===== src/rtl/even_parity_pkg.sv =====
// Shared ALU definitions used by the parity generator and its neighbours
// in the 4-bit ALU datapath.
package even_parity_pkg;

   localparam int ALU_WIDTH = 4;

endpackage


===== src/rtl/even_parity_parity_reduce.sv =====
// Combinational XOR-reduction of a data word.
// p is 1 when data holds an odd number of ones.
module parity_reduce #(
   parameter int WIDTH = 4
) (
   input  logic [WIDTH-1:0] data,
   output logic             p
);

   assign p = ^data;

endmodule


===== src/rtl/even_parity.sv =====
// Registered even-parity generator for the two ALU operands.
// One parity bit per operand, captured on enable, held otherwise.
module even_parity
   import even_parity_pkg::*;
#(
   parameter int WIDTH = ALU_WIDTH
) (
   input  logic             clk,
   input  logic             rst,
   input  logic [WIDTH-1:0] a,
   input  logic [WIDTH-1:0] b,
   input  logic             E,
   output logic             ansA,
   output logic             ansB
);

   logic parA;
   logic parB;

   parity_reduce #(.WIDTH(WIDTH)) reduceA (
      .data (a),
      .p    (parA)
   );

   parity_reduce #(.WIDTH(WIDTH)) reduceB (
      .data (b),
      .p    (parB)
   );

   // Reset wins over enable; with E low the previous parity is held.
   always_ff @(posedge clk) begin
      if (rst) begin
         ansA <= 1'b0;
         ansB <= 1'b0;
      end else if (E) begin
         ansA <= parA;
         ansB <= parB;
      end
   end

endmodule


===== config.mk =====
export PLATFORM = sky130hd
export DESIGN_NAME = even_parity
export DESIGN_NICKNAME = d
export VERILOG_FILES = /design/src/rtl/even_parity_pkg.sv /design/src/rtl/even_parity_parity_reduce.sv /design/src/rtl/even_parity.sv
export SDC_FILE = /design/constraint.sdc
export NUM_CORES = 1
export LEC_CHECK = 0
export BUFFER_PORTS_ARGS = -buffer_cell sky130_fd_sc_hd__buf_2
export CORE_AREA = 2 2 39 41
export CTS_CLUSTER_SIZE = 30
export DETAILED_ROUTE_END_ITERATION = 16
export DIE_AREA = 0 0 41 43
export SETUP_SLACK_MARGIN = 0.02
export SYNTH_ARGS = -nofsm -noshare
export SYNTH_HDL_FRONTEND = slang
export SYNTH_SLANG_ARGS = --single-unit
export TNS_END_PERCENT = 100

===== constraint.sdc =====
create_clock -name clk -period 0.83 [get_ports clk]
set_clock_uncertainty 0.05 [all_clocks]
set_input_delay 0.1245 -clock clk [delete_from_list [all_inputs] [get_ports clk]]
set_output_delay 0.1245 -clock clk [all_outputs]
set_load 0.05 [all_outputs]

# Word level (Yosys, flattened, before mapping)
# Index checks and enable logic that the tools add are counted.
# op_classes
n_reduce_logical	2
# op_table
op	count
4-bit parity	2
# totals
register_bits	2
word_cells	4
input_bits	11
out_inout_bits	2

# Depth between registers and ports, before layout
# Gate-level depths: netlist (run 1).
# logic_depth
depth_word	1
depth_mapped	3

# Modules after synthesis
# From an unflattened synthesis (run 1), not the netlist that was laid out.
# unflattened
cells_unflattened	12
area_unflattened_um2	120.1
# by_module_without_submodules
module	seq_area_each_um2	instances	area_per_inst_um2	cells_each
even_parity	40.0	1	67.6	6
parity_reduce	0.0	2	26.3	3

# Worst setup path after synthesis (run 1)
# No wires, ideal clock.
# synth_timing
path_type	register -> register
start	reg ansB (netlist name)
end	reg ansB
n_path_buf	0
arrival_ps	889
path_stages_with_launch	3
required_ps	694
path_slack_ps	-195
path_cell_list	dfxtp_1 nor2_1 a211oi_1
# synth_rtl
element	line_no	text
to (signal assigned)	even_parity.sv:37	ansB <= parB;
to (decl)	even_parity.sv:14	output logic ansB

# Worst setup path after layout (run 1)
# layout_timing
start	reg ansA
end	out ansA
# layout_rtl
element	line_no	text
from (decl)	even_parity.sv:13	output logic ansA,
from (signal assigned)	even_parity.sv:36	ansA <= parA;
# No word-level cell between the ends.

==> run_results.csv, run 1 <==
group,metric,value,unit
sta,hold_viol_final,0,
global_route,grt_max_degree,5,
global_route,grt_use_total,0.03397,
hold_path,min_from,"rst",
worst_setup_path,regToRegSetupSlack,120,ps
status,status,"complete, but fails checks",
route,drc,0,
logic_synthesis,synth_area_leaders,"dfxtp_1, xor2_1, xnor2_1",
power,vdd_drop_max,0.0002810,V
cts,clockBufferDepth,2,
sta,tightest_slew,166.8,ps
place,dp_cells,40,
worst_setup_path,required,660,ps
logic_synthesis,syn_avg_cell_area,9.593,um2
worst_setup_path,endpoint_kind,"output port",
logic_synthesis,yosysMostFrequentCell,"xor2_1",
route,dr.pass1.iters,1,
worst_setup_path,path_cells,"buf_8",
floorplanning,die_h,43,um
logic_synthesis,ys_async_sr_fraction,0,
place,port_buffers,12,
finish,n_antenna_cell,0,
job,cap_violations,0,
sta,layout_min_cycle_time,874.0,ps
logic_synthesis,synth.distinct_cells,5,
route,dr_total_vias,130,
place,gp_congestion,0.5383,
global_route,antenna_found_initial,0,
finish,multiInputGateArea,75.07,um2
floorplanning,dieWidth,41,um
finish,seqCellArea,47.55,um2
worst_setup_path,crit_slowest_cell,"dfxtp_4",
finish,fillCellCount,155,
logic_synthesis,yosys_most_used_dff,"dfxtp_1",
logic_synthesis,synth_area_leader_cell,"dfxtp_1",
sta,worst_slack,-44.05,ps
power,switching_share,0.2771,
logic_synthesis,yosysWarnings,0,
worst_setup_path,criticalPathCategory,"reg -> out",
floorplanning,dieArea,1763,um2
logic_synthesis,netlist_area,115.1,um2
cts,clk_latency,220,ps
hold_path,hold-path-cell-count,2,
hold_path,worstHoldPathType,"in -> reg",
route,via_per_inst,3.023,
cts,clkSinkCount,2,
power,intPower,0.3341,mW
route,dr.first_iter.drc_count,0,
global_route,first_global_vias,107,
logic_synthesis,ys_ff_latch,2,
sta,finalSetupViolCount,2,
status,violations,"negative setup slack",
sta,rsz0062_at_grt,"true",
logic_synthesis,yosys-top-cells-count,"xor2_1, a211oi_1, dfxtp_1, nor2_1, xnor2_1",
worst_setup_path,worstPathArrival,700,ps
sta,post-route-period-util,1.053,
logic_synthesis,synth_top_area_share,0.3478,
finish,final_cells,43,
finish,area_delta_synth_final,113.0,%
worst_setup_path,critPathLaunchType,"register",
logic_synthesis,synth_nets,23,
power,combPwrFrac,0.291,
logic_synthesis,syn-instance-count,12,
global_route,grt_pass1_wl,317,um
worst_setup_path,critical-path-top-delay-family,"flip-flops",
power,p_switching,0.1281,mW
cts,htree_num_levels,1,
worst_setup_path,slowest_delay,330,ps
finish,fin_nets,40,
sta,fmaxAchievable,1144,MHz
cts,cts_tree,"yes",
power,p_per_area,1885,nW/um2
worst_setup_path,r2r_end,"ansB$_SDFFE_PP0P_",
power,p_seq_frac,0.249,
sta,relSlewSlack,0.8882,
logic_synthesis,ys_seq_area_frac,0.3478,
floorplanning,rows,14,
route,drtAntennaViolNets,0,
cts,path_clk_slew,30,ps
floorplanning,core,1384,um2
worst_setup_path,path_max_fanout,2,
logic_synthesis,synth_edf_count,0,
route,wl_per_cell,6.419,um
cts,cts_setup_buffers,0,
hold_path,hold_end,"ansA$_SDFFE_PP0P_",
route,routed_wl,276,um
floorplanning,initial_utilization,0.08318,
sta,drv_slew,0,
cts,numCtsBuffers,3,
worst_setup_path,r2r-start,"ansB$_SDFFE_PP0P_",
floorplanning,io_pins,13,
finish,drive_gt1_frac,0.6296,
cts,root_buffer,"clkbuf_4",
global_route,overflow,0,
power,pwr-share-clk,0.459,
power,leakagePower,0.1131,nW
finish,utilization,0.1772,
worst_setup_path,r2r_cells,2,
worst_setup_path,path_buf_inv,1,
[power groups by stage]
| stage | logic [mW] | registers (mW) | clock network (mW) |
|---|---|---|---|
| CTS | 0.137 | 0.116 | 0.224 |
| global placement | 0.117 | 0.112 | 0 |
| detailed placement | 0.119 | 0.113 | 0 |
| floorplan | 0.0402 | 0.148 | 0 |
| global route | 0.147 | 0.117 | 0.230 |
| finish | 0.135 | 0.115 | 0.212 |
[worst max path at each step]
stage	startpoint	end	slack [ps]	depth (start not counted)
6_report	ansA$_SDFFE_PP0P_	ansA	-40	1
5_1_grt	ansB$_SDFFE_PP0P_	ansB	-60	1
4_1_cts	ansA$_SDFFE_PP0P_	ansA	-50	1
3_5_place_dp	a[3]	ansA$_SDFFE_PP0P_	-70	4
3_3_place_gp	a[2]	ansA$_SDFFE_PP0P_	-50	4
2_1_floorplan	ansB$_SDFFE_PP0P_	ansB$_SDFFE_PP0P_	30	2
[routing by layer]
metal / vias up / routed length, um / global-route usage
met4: 0 / 0 / 0.08000
met1: 47 / 107 / 0.03481
met2: 13 / 113 / 0.03438
met5: - / 0 / 0
met3: 0 / 55 / 0
li1: 70 / - / -
[logic make-up (layout without fill, tap and decap cells)]
| logic type | count (synthesis) | in the layout | synth area share |
|---|---|---|---|
| flip-flops | 2 | 2 | 0.3478 |
| buffers and inverters | 0 | 15 | 0 |
| AND/OR/NAND/NOR | 2 | 2 | 0.06524 |
| XOR/XNOR | 6 | 6 | 0.4565 |
| AO/OA/AOI/OAI | 2 | 2 | 0.1304 |
[area by class of cell]
class | instances | area share
timing repair buffer | 12 | 0.3265
multi-input combinational | 10 | 0.3061
sequential | 2 | 0.1939
clock buffer | 3 | 0.09184
tap | 16 | 0.08163
[sequential cells by signal (all words and copies together), names as in the netlist]
name  cells
ansA      1
ansB      1
[through the flow]
step | worst slack, ps | power [mW] | hold WS (ps) | instance area [um2] | TNS, ps
after floorplan | 34.89 | 0.1879 | 137.5 | 122.6 | 0
after global placement | -46.18 | 0.2292 | 244.7 | 202.7 | -82.37
after detailed placement | -72.76 | 0.2311 | 245.7 | 202.7 | -139.3
after CTS | -54.69 | 0.4771 | 9.376 | 245.2 | -107.9
after global routing | -63.65 | 0.4936 | 14.34 | 245.2 | -126.4
final | -44.05 | 0.4622 | 14.43 | 245.2 | -86.71
[placed cells by master, fill, tap and decap left out]
| cell | synthesis | final |
|---|---|---|
| a211oi_1 | 2 | 2 |
| nor2_1 | 2 | 2 |
| clkbuf_4 | 0 | 3 |
| buf_2 | 0 | 10 |
| dfxtp_4 | 0 | 2 |
| buf_8 | 0 | 2 |
| xor2_1 | 4 | 4 |
| xnor2_1 | 2 | 2 |
[what timing repair did]
| action | in CTS | in global routing |
|---|---|---|
| gates resized for setup | 6 | 0 |
| endpoints found under the setup margin | 2 | 2 |
| hold buffers | 0 | 0 |
Note: power is estimated with default switching activity, not from simulation.
==> inputs of run 2 (changes only) <==
--- a/config.mk
+++ b/config.mk
@@ -6,11 +6,13 @@
 export NUM_CORES = 1
 export LEC_CHECK = 0
 export BUFFER_PORTS_ARGS = -buffer_cell sky130_fd_sc_hd__buf_2
+export CELL_PAD_IN_SITES_DETAIL_PLACEMENT = 1
+export CELL_PAD_IN_SITES_GLOBAL_PLACEMENT = 2
 export CORE_AREA = 2 2 39 41
 export CTS_CLUSTER_SIZE = 30
 export DETAILED_ROUTE_END_ITERATION = 16
 export DIE_AREA = 0 0 41 43
-export SETUP_SLACK_MARGIN = 0.02
+export PLACE_DENSITY_LB_ADDON = 0.1
 export SYNTH_ARGS = -nofsm -noshare
 export SYNTH_HDL_FRONTEND = slang
 export SYNTH_SLANG_ARGS = --single-unit
==> run 2 against run 1 <==
  * The flow still finishes with violations (negative setup slack)
  * Power shrank 1.2%
  * Global-route usage grew 1.1 points
  * Critical path depth is the same
  * Sequential cell count is the same
  * Non-clock buffer count is the same
  * Die area is the same
  * Combinational power is essentially flat
  * Setup slack gained 3.4 ps
  * Register-to-register slack is essentially flat
==> run_results.csv, run 2 (synthesized netlist as in run 1, its figures left out) <==
group,metric,value,unit
power,p_per_area,1862,nW/um2
worst_setup_path,critical-path-top-delay-family,"flip-flops",
sta,rsz0062_at_grt,"true",
finish,area_delta_synth_final,113.0,%
floorplanning,dieArea,1763,um2
finish,layout_common_cells,"buf_2, xor2_1, clkbuf_4",
place,port_buffers,12,
route,dr.pass1.iters,2,
cts,path_clk_slew,30,ps
sta,post-route-period-util,1.049,
floorplanning,rows,14,
route,highest_layer,"met3",
power,switching_share,0.2690,
global_route,grt_max_degree,5,
worst_setup_path,criticalPathCategory,"reg -> out",
floorplanning,die_h,43,um
sta,drv_slew,0,
hold_path,min_from,"rst",
finish,reg_top3,"ansA (1), ansB (1)",
worst_setup_path,critPathLaunchType,"register",
finish,final_common_cell,"buf_2",
route,met3_length,41,um
worst_setup_path,regToRegSetupSlack,130,ps
worst_setup_path,path_max_fanout,2,
sta,relSlewSlack,0.8888,
route,drc,0,
sta,hold_viol_final,0,
cts,clk_latency,220,ps
worst_setup_path,r2r_cells,2,
power,combPwrFrac,0.293,
finish,fin_nets,40,
cts,numCtsBuffers,3,
floorplanning,io_pins,13,
job,cap_violations,0,
finish,n_antenna_cell,0,
worst_setup_path,required,660,ps
route,via_per_inst,3.116,
global_route,grt_use_total,0.04500,
cts,cts_tree,"yes",
route,wl_met2,160,um
finish,drive_gt1_frac,0.6296,
worst_setup_path,r2r_end,"ansA$_SDFFE_PP0P_",
cts,hold_buffers,0,
power,intPower,0.3337,mW
route,routed_wl,307,um
place,gp_congestion,0.4765,
cts,clockBufferDepth,2,
sta,worst_slack,-40.66,ps
route,drtAntennaViolNets,0,
hold_path,hold-path-cell-count,2,
place,placed_area,202.7,um2
cts,htree_num_levels,1,
worst_setup_path,slowest_delay,330,ps
sta,layout_min_cycle_time,870.7,ps
cts,clkSinkCount,2,
power,totalPowerFinal,0.4565,mW
status,violations,"negative setup slack",
sta,fmaxAchievable,1149,MHz
floorplanning,dieWidth,41,um
worst_setup_path,path_buf_inv,1,
worst_setup_path,r2r-start,"ansA$_SDFFE_PP0P_",
finish,fillCellCount,173,
hold_path,hold_end,"ansB$_SDFFE_PP0P_",
worst_setup_path,worstPathArrival,700,ps
sta,finalSetupViolCount,2,
power,p_switching,0.1228,mW
route,wl_per_cell,7.140,um
power,p_seq_frac,0.252,
worst_setup_path,path_cells,"buf_8",
status,status,"complete, but fails checks",
sta,tightest_slew,165.8,ps
power,pwr-share-clk,0.455,
global_route,grt_pass1_wl,496,um
global_route,antenna_found_initial,0,
route,met1Wirelength,105,um
global_route,overflow,0,
finish,final_area,245.2,um2
floorplanning,initial_utilization,0.08318,
cts,root_buffer,"clkbuf_4",
route,dr.first_iter.drc_count,1,
power,leakagePower,0.1131,nW
power,vdd_drop_max,0.0001722,V
worst_setup_path,crit_slowest_cell,"dfxtp_4",
route,dr_total_vias,134,
worst_setup_path,endpoint_kind,"output port",
global_route,first_global_vias,153,
floorplanning,core,1384,um2
hold_path,worstHoldPathType,"in -> reg",
-- run 2: cell counts in the layout (fill, tap and decap cells not counted) --
No cell type changed its count.
-- run 2: repair_timing --
action / 4_1_cts / 5_1_grt
setup endpoints to repair: 2 / 2
resized for setup: 6 / 0
pin swaps: 0 / 0
setup buffers: 0 / 0
-- run 2: cell type report --
cell class              count  area [um2]  area share
multi-input cells          10       75.07      0.3061
clock buffers               3       22.52     0.09184
repair buffers             12       80.08      0.3265
flip-flops and latches      2       47.55      0.1939
well taps                  16       20.02     0.08163
-- run 2: how the worst max path moves through the flow --
stage	startpoint	endpoint	slack, ps	cells past startpoint
2_1_floorplan	ansB$_SDFFE_PP0P_	ansB$_SDFFE_PP0P_	30	2
3_3_place_gp	b[0]	ansB$_SDFFE_PP0P_	-40	4
3_5_place_dp	b[1]	ansB$_SDFFE_PP0P_	-70	4
4_1_cts	ansA$_SDFFE_PP0P_	ansA	-50	1
5_1_grt	ansA$_SDFFE_PP0P_	ansA	-70	1
6_report	ansA$_SDFFE_PP0P_	ansA	-40	1
-- run 2: power groups by stage --
| stage | Sequential [mW] | Clock [mW] | Combinational (mW) |
|---|---|---|---|
| 6_report | 0.115 | 0.208 | 0.134 |
| 5_1_grt | 0.117 | 0.230 | 0.147 |
| 4_1_cts | 0.116 | 0.221 | 0.136 |
| 3_5_place_dp | 0.113 | 0 | 0.118 |
| 3_3_place_gp | 0.112 | 0 | 0.116 |
| 2_1_floorplan | 0.148 | 0 | 0.0402 |
-- run 2: through the flow --
stage                     utilization  instances  setup slack (ps)  hold WS [ps]  TNS [ps]
final                          0.1772         43            -40.66         23.87    -80.54
after CTS                      0.1772         43            -52.69         14.05    -105.3
after floorplan                     -         12             34.89         137.5         0
after detailed placement       0.1465         40            -68.26         250.1    -121.1
after global routing           0.1772         43            -65.52         23.29    -126.8
after global placement         0.1465         40            -35.44         249.7    -61.09
-- run 2: per-layer routing --
metal	up-vias	GRT usage
li1	70	-
met1	55	0.03492
met2	9	0.06875
met3	0	0.01571
met4	0	0.06000
met5	-	0
-- run 2: worst register-to-register path, stage by stage, from the launching register on --
cell and delay, ps:
dfxtp_4 340, nor2_1 40, a211oi_1 190
==> inputs of run 3 (changes only) <==
--- a/config.mk
+++ b/config.mk
@@ -5,13 +5,13 @@
 export SDC_FILE = /design/constraint.sdc
 export NUM_CORES = 1
 export LEC_CHECK = 0
-export BUFFER_PORTS_ARGS = -buffer_cell sky130_fd_sc_hd__buf_2
 export CELL_PAD_IN_SITES_DETAIL_PLACEMENT = 1
 export CELL_PAD_IN_SITES_GLOBAL_PLACEMENT = 2
 export CORE_AREA = 2 2 39 41
 export CTS_CLUSTER_SIZE = 30
 export DETAILED_ROUTE_END_ITERATION = 16
 export DIE_AREA = 0 0 41 43
+export DONT_BUFFER_PORTS = 1
 export PLACE_DENSITY_LB_ADDON = 0.1
 export SYNTH_ARGS = -nofsm -noshare
 export SYNTH_HDL_FRONTEND = slang
==> run 3 against run 2 <==
  * The run still ends with negative setup slack left
  * Utilization is 1.4 points lower
  * Cell count decreased by 19%
  * Die area unchanged
==> run_results.csv, run 3 (synthesized netlist as in run 1, its figures left out) <==
group,metric,value,unit
worst_setup_path,required,660,ps
floorplanning,die_h,43,um
place,gp_congestion,0.4781,
floorplanning,core,1384,um2
worst_setup_path,critical-path-top-delay-family,"flip-flops",
route,drtAntennaViolNets,0,
hold_path,hold-path-cell-count,2,
global_route,grt_busiest_layer,"met4",
finish,final_common_cell,"xor2_1",
power,vdd_drop_max,0.0002223,V
finish,area_delta_synth_final,95.65,%
worst_setup_path,crit_slowest_cell,"dfxtp_4",
sta,drv_slew,0,
cts,numCtsBuffers,3,
cts,clockBufferDepth,2,
sta,post-route-period-util,1.050,
place,port_buffers,0,
hold_path,worstHoldPathType,"in -> reg",
finish,fin_nets,32,
finish,reg_top3,"ansA (1), ansB (1)",
floorplanning,dieArea,1763,um2
cts,clkSinkCount,2,
global_route,globalRouteMet2Util,0.06250,
floorplanning,io_pins,13,
sta,fmaxAchievable,1147,MHz
floorplanning,rows,14,
route,dr.pass1.iters,2,
route,drc,0,
cts,root_buffer,"clkbuf_4",
worst_setup_path,path_cells,"buf_8",
finish,n_antenna_cell,0,
cts,clk_latency,220,ps
worst_setup_path,path_max_fanout,2,
global_route,grt_max_degree,4,
worst_setup_path,r2r_cells,2,
sta,tightest_slew,204.2,ps
place,dp_cells,30,
floorplanning,initial_utilization,0.08318,
cts,cts_tree,"yes",
status,violations,"negative setup slack",
cts,cts_setup_buffers,0,
global_route,grt_use_total,0.04600,
worst_setup_path,criticalPathCategory,"reg -> out",
global_route,grt_use_met1,0.03492,
route,dr.first_iter.drc_count,1,
sta,whs,62.79,ps
status,status,"complete, but fails checks",
worst_setup_path,regToRegSetupSlack,130,ps
finish,layout_common_cells,"xor2_1, clkbuf_4",
route,routed_wl,285,um
hold_path,min_from,"E",
global_route,overflow,0,
global_route,use_met3,0.01571,
worst_setup_path,r2r_end,"ansA$_SDFFE_PP0P_",
hold_path,hold_end,"ansB$_SDFFE_PP0P_",
floorplanning,dieWidth,41,um
global_route,antenna_found_initial,0,
worst_setup_path,critPathLaunchType,"register",
route,via_per_inst,3.086,
worst_setup_path,path_buf_inv,1,
route,wl_per_cell,8.143,um
power,leakagePower,0.08395,nW
sta,relSlewSlack,0.8629,
sta,rsz0062_at_grt,"true",
worst_setup_path,slowest_delay,330,ps
route,dr_total_vias,108,
sta,finalSetupViolCount,2,
power,p_per_area,2012,nW/um2
sta,layout_min_cycle_time,871.7,ps
sta,hold_viol_final,0,
finish,utilization,0.1627,
worst_setup_path,endpoint_kind,"output port",
worst_setup_path,worstPathArrival,700,ps
finish,final_cells,35,
cts,htree_num_levels,1,
global_route,first_global_vias,149,
worst_setup_path,r2r-start,"ansA$_SDFFE_PP0P_",
finish,drive_gt1_frac,0.4737,
cts,path_clk_slew,30,ps
job,cap_violations,0,
sta,worst_slack,-41.66,ps
power,totalPowerFinal,0.4531,mW
global_route,grt_pass1_wl,462,um
[run 3: cell count changes in the layout (fill, tap and decap cells not counted), sizes merged]
| cell | change |
|---|---|
| dlygate4sd3 | +2 |
| buf | -10 |
[run 3: layer usage]
layer	part of all wire	up-vias	routed length [um]
li1	-	54	-
met1	0.35	45	101
met2	0.48	9	136
met3	0.16	0	46
met4	0	0	0
met5	0	-	0
[run 3: worst max-delay path by stage]
stage / start / to / cells after the start
after floorplan: ansB$_SDFFE_PP0P_ / ansB$_SDFFE_PP0P_ / 2
after global placement: b[1] / ansB$_SDFFE_PP0P_ / 3
after detailed placement: a[3] / ansA$_SDFFE_PP0P_ / 3
after CTS: ansB$_SDFFE_PP0P_ / ansB / 1
after global routing: ansB$_SDFFE_PP0P_ / ansB / 1
final: ansB$_SDFFE_PP0P_ / ansB / 1
[run 3: through the flow]
step / worst slack [ps] / area [um2] / TNS [ps]
global placement: 72.01 / 157.7 / 0
detailed placement: 50.45 / 157.7 / 0
global route: -72.31 / 225.2 / -138.5
finish: -41.66 / 225.2 / -82.22
floorplan: 34.89 / 122.6 / 0
CTS: -54.53 / 215.2 / -107.6
[run 3: where the power goes]
group          internal, mW  total [mW]  leakage, nW  switching (mW)
Clock                 0.159       0.210       0.0138          0.0510
Combinational        0.0613       0.128       0.0523          0.0666
Sequential            0.107       0.115       0.0178         0.00775
Total                 0.328       0.453       0.0840           0.125
[run 3: timing repair]
action	in CTS	in global routing
setup endpoints to repair	2	4
pin swaps	0	0
endpoints found under the hold margin	2	0
hold buffers	2	0
resized for setup	4	2
[run 3: area by class of cell]
| cell class | count | area, um2 |
|---|---|---|
| fillers | 156 | 1159 |
| repair buffers | 4 | 50.05 |
| clock buffers | 3 | 22.52 |
| well taps | 16 | 20.02 |
| flip-flops and latches | 2 | 47.55 |
| multi-input cells | 10 | 85.08 |
